===== config.mk =====
export PLATFORM = sky130hd
export DESIGN_NAME = matmul_sched
export DESIGN_NICKNAME = d
export VERILOG_FILES = /design/src/rtl/matmul_pkg.sv /design/src/rtl/matmul_opsel.sv /design/src/rtl/matmul_sched.sv
export SDC_FILE = /design/constraint.sdc
export NUM_CORES = 1
export LEC_CHECK = 0
export ABC_CLOCK_PERIOD_IN_PS = 4120
export CAP_MARGIN = 20
export CORE_MARGIN = 8
export CORE_UTILIZATION = 28
export CTS_CLUSTER_SIZE = 14
export DETAILED_ROUTE_END_ITERATION = 7
export PLACE_DENSITY_LB_ADDON = 0.15
export SLEW_MARGIN = 20
export SYNTH_ARGS = -nofsm -noshare
export SYNTH_HDL_FRONTEND = slang
export SYNTH_SLANG_ARGS = --single-unit

===== constraint.sdc =====
create_clock -name clk -period 4.12 [get_ports clk]
set_input_delay 0.618 -clock clk [delete_from_list [all_inputs] [get_ports clk]]
set_output_delay 0.618 -clock clk [all_outputs]
set_load 0.02 [all_outputs]

===== src/rtl/matmul_pkg.sv =====
// Shared types for the 3x3 matrix-multiply sequencer: FSM states, default sizes,
// and the row-major element index helper.
package matmul_pkg;

  localparam int MM_W = 8;
  localparam int MM_N = 3;

  typedef enum logic [2:0] {
    IDLE,
    ISSUE,
    GUARD,
    WAIT,
    FINISH
  } state_e;

  function automatic int idx(input int r, input int c, input int n = MM_N);
    return r * n + c;
  endfunction

endpackage


===== src/rtl/matmul_opsel.sv =====
// Operand/result selector: picks A[i][k] and B[k][j] from the snapshots and decodes
// the out[i][j] write strobe. Purely combinational, no flow control.
module matmul_opsel
  import matmul_pkg::*;
#(
  parameter int W  = MM_W,
  parameter int N  = MM_N,
  parameter int CW = (N > 1) ? $clog2(N) : 1
) (
  input  logic [N*N*W-1:0] a_snap,
  input  logic [N*N*W-1:0] b_snap,
  input  logic [CW-1:0]    i,
  input  logic [CW-1:0]    j,
  input  logic [CW-1:0]    k,
  input  logic             wr_en,
  output logic [W-1:0]     a_el,
  output logic [W-1:0]     b_el,
  output logic [N*N-1:0]   out_we
);

  // Loop-based mux keeps every part-select base a constant.
  always_comb begin
    a_el = '0;
    b_el = '0;
    for (int e = 0; e < N * N; e++) begin
      if (idx(int'(i), int'(k), N) == e) a_el = a_snap[e*W +: W];
      if (idx(int'(k), int'(j), N) == e) b_el = b_snap[e*W +: W];
    end
  end

  // Kept separate from the operand mux so the strobe path has no false loop.
  always_comb begin
    out_we = '0;
    for (int e = 0; e < N * N; e++) begin
      out_we[e] = wr_en && (idx(int'(i), int'(j), N) == e);
    end
  end

endmodule


===== src/rtl/matmul_sched.sv =====
// C = A x B through one shared MAC; 3 cycles/product with a 2-cycle MAC (done at 82), stalls on mac_done.
// Optional `MATMUL_SCHED_SKIPZERO_EN: products with a zero operand are skipped in a single ISSUE cycle.
module matmul_sched
  import matmul_pkg::*;
#(
  parameter int W = MM_W,
  parameter int N = MM_N
) (
  input  logic             clk,
  input  logic             Reset,
  input  logic             start,
  input  logic [N*N*W-1:0] a_flat,
  input  logic [N*N*W-1:0] b_flat,
  output logic [N*N*W-1:0] out_flat,
  output logic             busy,
  output logic             done,
  output logic             mac_load,
  output logic [W-1:0]     mac_ain,
  output logic [W-1:0]     mac_b,
  output logic [W-1:0]     mac_c,
  input  logic             mac_done,
  input  logic [W-1:0]     mac_aout
);

  localparam int            CW   = (N > 1) ? $clog2(N) : 1;
  localparam logic [CW-1:0] LAST = CW'(N - 1);
  localparam logic [CW-1:0] ONE  = CW'(1);

  state_e             state_q, state_d;
  logic [N*N*W-1:0]   a_snap_q, a_snap_d;
  logic [N*N*W-1:0]   b_snap_q, b_snap_d;
  logic [N*N*W-1:0]   out_q, out_d;
  logic [CW-1:0]      i_q, i_d;
  logic [CW-1:0]      j_q, j_d;
  logic [CW-1:0]      k_q, k_d;
  logic [W-1:0]       partial_q, partial_d;

  logic [W-1:0]       a_el;
  logic [W-1:0]       b_el;
  logic [N*N-1:0]     out_we;
  logic               wr_en;
  logic [W-1:0]       wr_val;
  logic               step;
  logic               skip;

  matmul_opsel #(
    .W  (W),
    .N  (N),
    .CW (CW)
  ) u_opsel (
    .a_snap (a_snap_q),
    .b_snap (b_snap_q),
    .i      (i_q),
    .j      (j_q),
    .k      (k_q),
    .wr_en  (wr_en),
    .a_el   (a_el),
    .b_el   (b_el),
    .out_we (out_we)
  );

  always_comb begin
    state_d   = state_q;
    a_snap_d  = a_snap_q;
    b_snap_d  = b_snap_q;
    i_d       = i_q;
    j_d       = j_q;
    k_d       = k_q;
    partial_d = partial_q;
    wr_en     = 1'b0;
    wr_val    = mac_aout;
    step      = 1'b0;
    mac_load  = 1'b0;
    mac_ain   = '0;
    mac_b     = '0;
    mac_c     = '0;
    done      = 1'b0;
    skip      = 1'b0;
`ifdef MATMUL_SCHED_SKIPZERO_EN
    skip = (state_q == ISSUE) && ((a_el == '0) || (b_el == '0));
`endif

    case (state_q)
      IDLE: begin
        if (start) begin
          a_snap_d = a_flat;
          b_snap_d = b_flat;
          i_d      = '0;
          j_d      = '0;
          k_d      = '0;
          state_d  = ISSUE;
        end
      end
      ISSUE: begin
        if (skip) begin
          // A zero product leaves the running sum untouched; k=0 starts it at zero.
          partial_d = (k_q == '0) ? '0 : partial_q;
          wr_val    = partial_d;
          step      = 1'b1;
        end else if (mac_done) begin
          mac_load = 1'b1;
          mac_b    = a_el;
          mac_c    = b_el;
          mac_ain  = (k_q == '0) ? '0 : partial_q;
          state_d  = GUARD;
        end
      end
      // MACs may still show the previous Done for one cycle after Load.
      GUARD: state_d = WAIT;
      WAIT: begin
        if (mac_done) begin
          partial_d = mac_aout;
          wr_val    = mac_aout;
          step      = 1'b1;
        end
      end
      FINISH: begin
        done    = 1'b1;
        state_d = IDLE;
      end
      default: state_d = IDLE;
    endcase

    if (step) begin
      if (k_q != LAST) begin
        k_d     = k_q + ONE;
        state_d = ISSUE;
      end else begin
        wr_en = 1'b1;
        k_d   = '0;
        if ((i_q == LAST) && (j_q == LAST)) begin
          i_d     = '0;
          j_d     = '0;
          state_d = FINISH;
        end else begin
          state_d = ISSUE;
          if (j_q == LAST) begin
            j_d = '0;
            i_d = i_q + ONE;
          end else begin
            j_d = j_q + ONE;
          end
        end
      end
    end
  end

  always_comb begin
    out_d = out_q;
    for (int e = 0; e < N * N; e++) begin
      if (out_we[e]) out_d[e*W +: W] = wr_val;
    end
  end

  always_ff @(posedge clk) begin
    if (Reset) begin
      state_q   <= IDLE;
      a_snap_q  <= '0;
      b_snap_q  <= '0;
      out_q     <= '0;
      i_q       <= '0;
      j_q       <= '0;
      k_q       <= '0;
      partial_q <= '0;
    end else begin
      state_q   <= state_d;
      a_snap_q  <= a_snap_d;
      b_snap_q  <= b_snap_d;
      out_q     <= out_d;
      i_q       <= i_d;
      j_q       <= j_d;
      k_q       <= k_d;
      partial_q <= partial_d;
    end
  end

  assign busy     = (state_q != IDLE);
  assign out_flat = out_q;

endmodule

==> impl_metrics.toml, run 1 <==
[drt]
remaining_drc_errors = 0
drt_iter0_markers = 453
via_per_inst = 4.72
wl_mm = 35.1
drtPass1Iterations = 4
wl_per_cell_um = 18.1
vias = 9155
drtAntennaViolNets = 0

[logic_synthesis]
postSynthAreaPerCell_um2 = 8.45
syn_area_um2 = 10400
synth-edff-count = 0
synth_nets = 1409
async_flop_share_pct = 0
synthCells = 1235
synthFlopType = "dfxtp_1"
seq_area_frac_synth_pct = 44.7
synth-seq-cells = 233
yosysWarnings = 0
yosysUniqueCellTypes = 68

[die]
start_util_pct = 28.5
die_w_um = 209
dieArea_um2 = 43700
row_count = 70
ios = 255
core_um2 = 36600
die_y_um = 209

[clocking]
holdBufCountCts = 0
cts_buffers = 28
clock_sinks = 233
cts_max_level = 1
cts_root_buf = "clkbuf_16"
cts.clk_slew.worst_paths_ns = 0.06
ctsResizeCount = 29
clock_latency_ns = 0.56
clock_path_buffers = 3
cts_setup_buffers = 0
cts_tree = "built"

[timing]
fmax_mhz = 252
finalSetupTns_ns = 0
fin_crit_ns = 3.96
hold_viol_final = 0
finClkSkew_ns = 0.0154
worst_slew_pin_slew_ns = 0.924
rsz0062_at_grt = "false"
setup-violations-final = 0
slew_violations = 0
period_share_pct = 96.2
slew_headroom_pct = 38.4
worst_slack_ns = 0.158

[cells_and_area]
nFillCells = 3761
layout_commonest_cell = "nand2_1"
layout_common_cells = "nand2_1, clkdlybuf4s50_1, dfxtp_1"
syn2layout_area_growth_pct = 37.7
layout-drive-gt1-share_pct = 8.42
final_nets = 1625

[job]
drv_cap = 0

[global_routing]
busiest_layer = "met2"
track_usage_pct = 15.4
grt-ovfl-total = 0
antenna_found_initial = 2
met1_usage_pct = 19.6
grt_util_met3_pct = 3.46
grt_pass1_wl_mm = 54.3
grt_start_max_net_pins = 131
use_met2_pct = 25.6
grt_pass1_vias = 9314

[place]
io_buffers = 254
dp_hpwl_mm = 25.6
dp_worst_setup_slack_ns = 0.143
gp_congestion = 0.802

[setup_path]
crit_path_top_delay_cell = "fa_1"
worst_setup_path_start_kind = "register"
reg2reg_depth = 9
path_class = "reg -> out"
worstPathCellList = "inv_1, ha_1, fa_1, nand3b_1, a2bb2oi_1, or3_1, nand2_1, o31ai_2, clkdlybuf4s15_1"
crit_path_max_fanout = 6
critPathCaptureType = "output pin"
crit_required_ns = 3.50
critPathArrivalTime_ns = 3.34
cpPeakStageDelay_ns = 0.48

[pwr]
power.density_nw_per_um2 = 379
leakage_nw = 5.53
ir_worst_vdd_v = 0.000324

[hold_path]
hold_path.class = "reg -> reg"
holdPathStages = 2

[status]
outcome = "finished clean"
-- logic make-up after synthesis --
family                   after synthesis  share of synthesized area [%]
AO/OA/AOI/OAI                        269                           15.1
XOR/XNOR                               3                          0.252
adder cells (fa/ha/maj)               18                           2.38
buffers and inverters                104                           4.05
flip-flops                           233                           44.7
multiplexers                          99                           11.0
AND/OR/NAND/NOR                      509                           22.6
-- synth_stat cells (all sizes together) (3+ instances only) --
library cell | number | area, um^2
a211oi | 6 | 50.1
ha | 15 | 188
buf | 30 | 145
clkbuf | 60 | 225
nand2 | 331 | 1270
a221oi | 3 | 26.3
nor3 | 12 | 65.1
nor2 | 33 | 126
a2bb2oi | 6 | 52.6
a31oi | 9 | 62.6
nor3b | 7 | 68.8
o31ai | 5 | 37.5
nand3 | 4 | 20.0
o22a | 6 | 52.6
fa | 3 | 60.1
dfxtp | 233 | 4660
and2 | 11 | 68.8
a21oi | 181 | 910
a22oi | 7 | 52.6
inv | 14 | 52.6
nand2b | 85 | 532
a32oi | 6 | 52.6
o22ai | 8 | 50.1
mux2i | 84 | 841
nor2b | 7 | 43.8
o21ai | 18 | 90.1
mux4 | 12 | 270
mux2 | 3 | 33.8
-- worst max-delay path: cells and delay by family (launching register included) --
kind	cells	cell delay, ns
AOI/OAI and AO/OA	2	0.68
adders and majority gates	2	0.82
and+or+nand+nor	3	0.51
DFF	1	0.33
buffers and inverters	2	0.45
-- cell type report --
cell class | count | area, um^2 | area share [%]
flip-flops and latches | 233 | 4670 | 32.5
clock inverters | 13 | 130 | 0.906
diodes | 1 | 2.50 | 0.0174
multi-input cells | 898 | 5420 | 37.7
repair buffers | 276 | 2730 | 19.0
inverters | 14 | 52.6 | 0.366
clock buffers | 38 | 778 | 5.42
well taps | 468 | 586 | 4.08
-- power breakdown --
group	switching (mW)	internal, mW
logic	0.311	0.275
registers	0.0592	2.36
clock network	0.989	1.45
total	1.36	4.08
-- flip-flops by register name, indices dropped and copies added (netlist names) --
name       flops
a_snap_q      72
b_snap_q      72
out_flat      72
partial_q      8
state_q        3
i_q            2
j_q            2
k_q            2
-- through the flow --
step | cells | utilization [%] | cell area [um^2] | hold WS (ns) | power, mW
finish | 1941 | 39.2 | 14400 | 0.448 | 5.44
floorplan | 1235 | - | 10400 | 0.431 | 2.76
CTS | 1940 | 39.2 | 14300 | 0.451 | 5.52
detailed placement | 1889 | 36.6 | 13400 | 0.443 | 3.06
global placement | 1889 | 36.6 | 13400 | 0.439 | 3.06
global route | 1941 | 39.2 | 14400 | 0.466 | 5.68
-- routing by layer --
metal | wire length, um | share of wire (%)
met1 | 15900 | 45
met2 | 16400 | 47
met3 | 1730 | 4.9
met4 | 1010 | 2.9
met5 | 8 | 0.023
-- path summary, 6_finish.rpt --
| check | from | to | slack, ns |
|---|---|---|---|
| worst max-delay path | k_q[0] | mac_c[1] | 0.16 |
| worst min-delay path | partial_q[4] | partial_q[4] | 0.45 |
| worst max register to register | i_q[0] | out_flat[12] | 1.32 |
| worst min register to register | partial_q[4] | partial_q[4] | 0.45 |
Note: power is estimated with default switching activity, not from simulation.
==> inputs of run 2 (changes only) <==
--- a/config.mk
+++ b/config.mk
@@ -8,7 +8,7 @@
 export ABC_CLOCK_PERIOD_IN_PS = 4120
 export CAP_MARGIN = 20
 export CORE_MARGIN = 8
-export CORE_UTILIZATION = 28
+export CORE_UTILIZATION = 50
 export CTS_CLUSTER_SIZE = 14
 export DETAILED_ROUTE_END_ITERATION = 7
 export PLACE_DENSITY_LB_ADDON = 0.15
==> run 2 against run 1 <==
Effect of this change:
- sequential power about the same
- global-route usage up 6.9 points
- utilization up 28 points
- power down 6.7%
- cell count down 10%
- worst hold slack better by 0.0022 ns
- clock skew about the same
- critical endpoint is now mac_b[3]
==> impl_metrics.toml, run 2 (synthesis gave the netlist of run 1 again) <==
[timing]
worst_slack_ns = 0.145
setup-violations-final = 0
slew_violations = 0
worst_slew_pin_slew_ns = 1.02
finClkSkew_ns = 0.0156
whs_ns = 0.450
hold_viol_final = 0
fmax_mhz = 252
fin_crit_ns = 3.97
period_share_pct = 96.5
slew_headroom_pct = 31.7

[place]
dp_worst_setup_slack_ns = 0.162
gp_congestion = 0.867
io_buffers = 254
dp_hpwl_mm = 21.1
placed_area_um2 = 13100
place_inst = 1687

[setup_path]
crit_required_ns = 3.50
reg2reg_to = "out_flat[8]"
critPathArrivalTime_ns = 3.36
crit_start = "i_q[0]"
reg2reg_depth = 9
crit_path_max_fanout = 8
r2r_start = "i_q[0]"
path_class = "reg -> out"
rrSetupSlack_ns = 1.39
critPathCaptureType = "output pin"
worst_setup_path_start_kind = "register"
crit_end = "mac_b[3]"

[cells_and_area]
multiInputGateArea_um2 = 5390
seq_area_um2 = 4660
layout_commonest_cell = "nand2_1"
syn2layout_area_growth_pct = 33.2
layout-drive-gt1-share_pct = 7.11
nFillCells = 1853
postLayoutCellArea_um2 = 13900
fin_cells = 1738
layout_common_cells = "nand2_1, clkdlybuf4s50_1, dfxtp_1"
final_nets = 1619

[die]
row_count = 53
dieArea_um2 = 25700
die_y_um = 160
start_util_pct = 50.3
die_w_um = 160
ios = 255
core_um2 = 20800

[drt]
via_per_inst = 5.29
drtAntennaViolNets = 0
wl_mm = 30.0
dr_wl_met2_mm = 14.3
highest_layer = "met4"
drt_iter0_markers = 643
drtPass1Iterations = 5
wl_per_cell_um = 17.3
vias = 9201
drt-met1-wl_mm = 13.0
met3WireLength_mm = 1.97
remaining_drc_errors = 0

[pwr]
total_power_mw = 5.07
ir_worst_vdd_v = 0.000307
leakage_nw = 5.40
power.density_nw_per_um2 = 365

[clocking]
cts.clk_slew.worst_paths_ns = 0.06
clock_latency_ns = 0.52
cts_buffers = 25
cts_root_buf = "clkbuf_16"
clock_path_buffers = 3
holdBufCountCts = 0
clock_sinks = 233
cts_max_level = 1
cts_tree = "built"

[global_routing]
grt_start_max_net_pins = 132
grt_pass1_vias = 8966
grt-ovfl-total = 0
antenna_found_initial = 1
track_usage_pct = 22.3
grt_pass1_wl_mm = 47.4

[hold_path]
hold_path.class = "reg -> reg"
min_from = "partial_q[4]"

[status]
outcome = "finished clean"

[job]
drv_cap = 0
run 2: changes by cell type in the layout (fill, tap and decap cells not counted), moves of 2 or more:
cell	previous run	this run
buf_4	18	14
bufinv_16	2	0
clkbuf_1	6	10
clkbuf_16	28	25
clkbuf_2	4	8
clkbuf_8	4	6
clkinv_2	9	3
o31ai_1	1	4
o31ai_2	4	1
run 2: timing repair:
| item | CTS | global route |
|---|---|---|
| pin swaps | 1 | 2 |
| endpoints found under the setup margin | 16 | 12 |
| setup buffers | 4 | 2 |
| gates resized for setup | 21 | 26 |
run 2: critical path, cell delays in order, from the launching register on:
cell and delay (ns):
dfxtp_1 0.33, inv_1 0.07, ha_1 0.34, inv_1 0.12, fa_2 0.53, buf_2 0.20, or2_2 0.35, o22a_1 0.19
nor2_1 0.11, o22ai_1 0.11, a21oi_1 0.16, clkdlybuf4s15_1 0.34
run 2: routing by layer:
metal | up-vias | GRT usage, %
met2 | 280 | 37.1
met4 | 0 | 6.71
met1 | 4267 | 28.1
li1 | 4603 | -
met5 | - | 0
met3 | 51 | 5.40
run 2: layout make-up:
type | instances | share of cell area [%]
diodes | 1 | 0.0180
clock buffers | 41 | 5.37
clock inverters | 3 | 0.108
inverters | 14 | 0.378
multi-input cells | 898 | 38.8
flip-flops and latches | 233 | 33.6
well taps | 275 | 2.48
repair buffers | 273 | 19.3
run 2: worst min-delay path by stage:
stage                    to  slack [ns]  cells after the start
6_report       partial_q[4]        0.45                      2
5_1_grt        b_snap_q[48]        0.47                      2
4_1_cts        partial_q[5]        0.45                      2
3_5_place_dp   partial_q[5]        0.44                      2
3_3_place_gp   partial_q[3]        0.44                      2
2_1_floorplan  b_snap_q[63]        0.43                      2
run 2: power breakdown:
| part | switching (mW) | internal [mW] |
|---|---|---|
| sequential | 0.0587 | 2.36 |
| clock | 0.873 | 1.22 |
| combinational | 0.292 | 0.266 |
run 2: through the flow:
step	TNS [ns]	util [%]
2_1_floorplan	0	-
3_3_place_gp	0	63.2
3_5_place_dp	0	63.2
4_1_cts	0	66.9
5_1_grt	-0.00222	67.0
6_report	0	67.0
==> inputs of run 3 (changes only) <==
--- a/config.mk
+++ b/config.mk
@@ -5,6 +5,7 @@
 export SDC_FILE = /design/constraint.sdc
 export NUM_CORES = 1
 export LEC_CHECK = 0
+export ABC_AREA = 0
 export ABC_CLOCK_PERIOD_IN_PS = 4120
 export CAP_MARGIN = 20
 export CORE_MARGIN = 8
==> results of run 3 <==
Same layout as run 2: the final DEF is identical, and so are final timing and power.
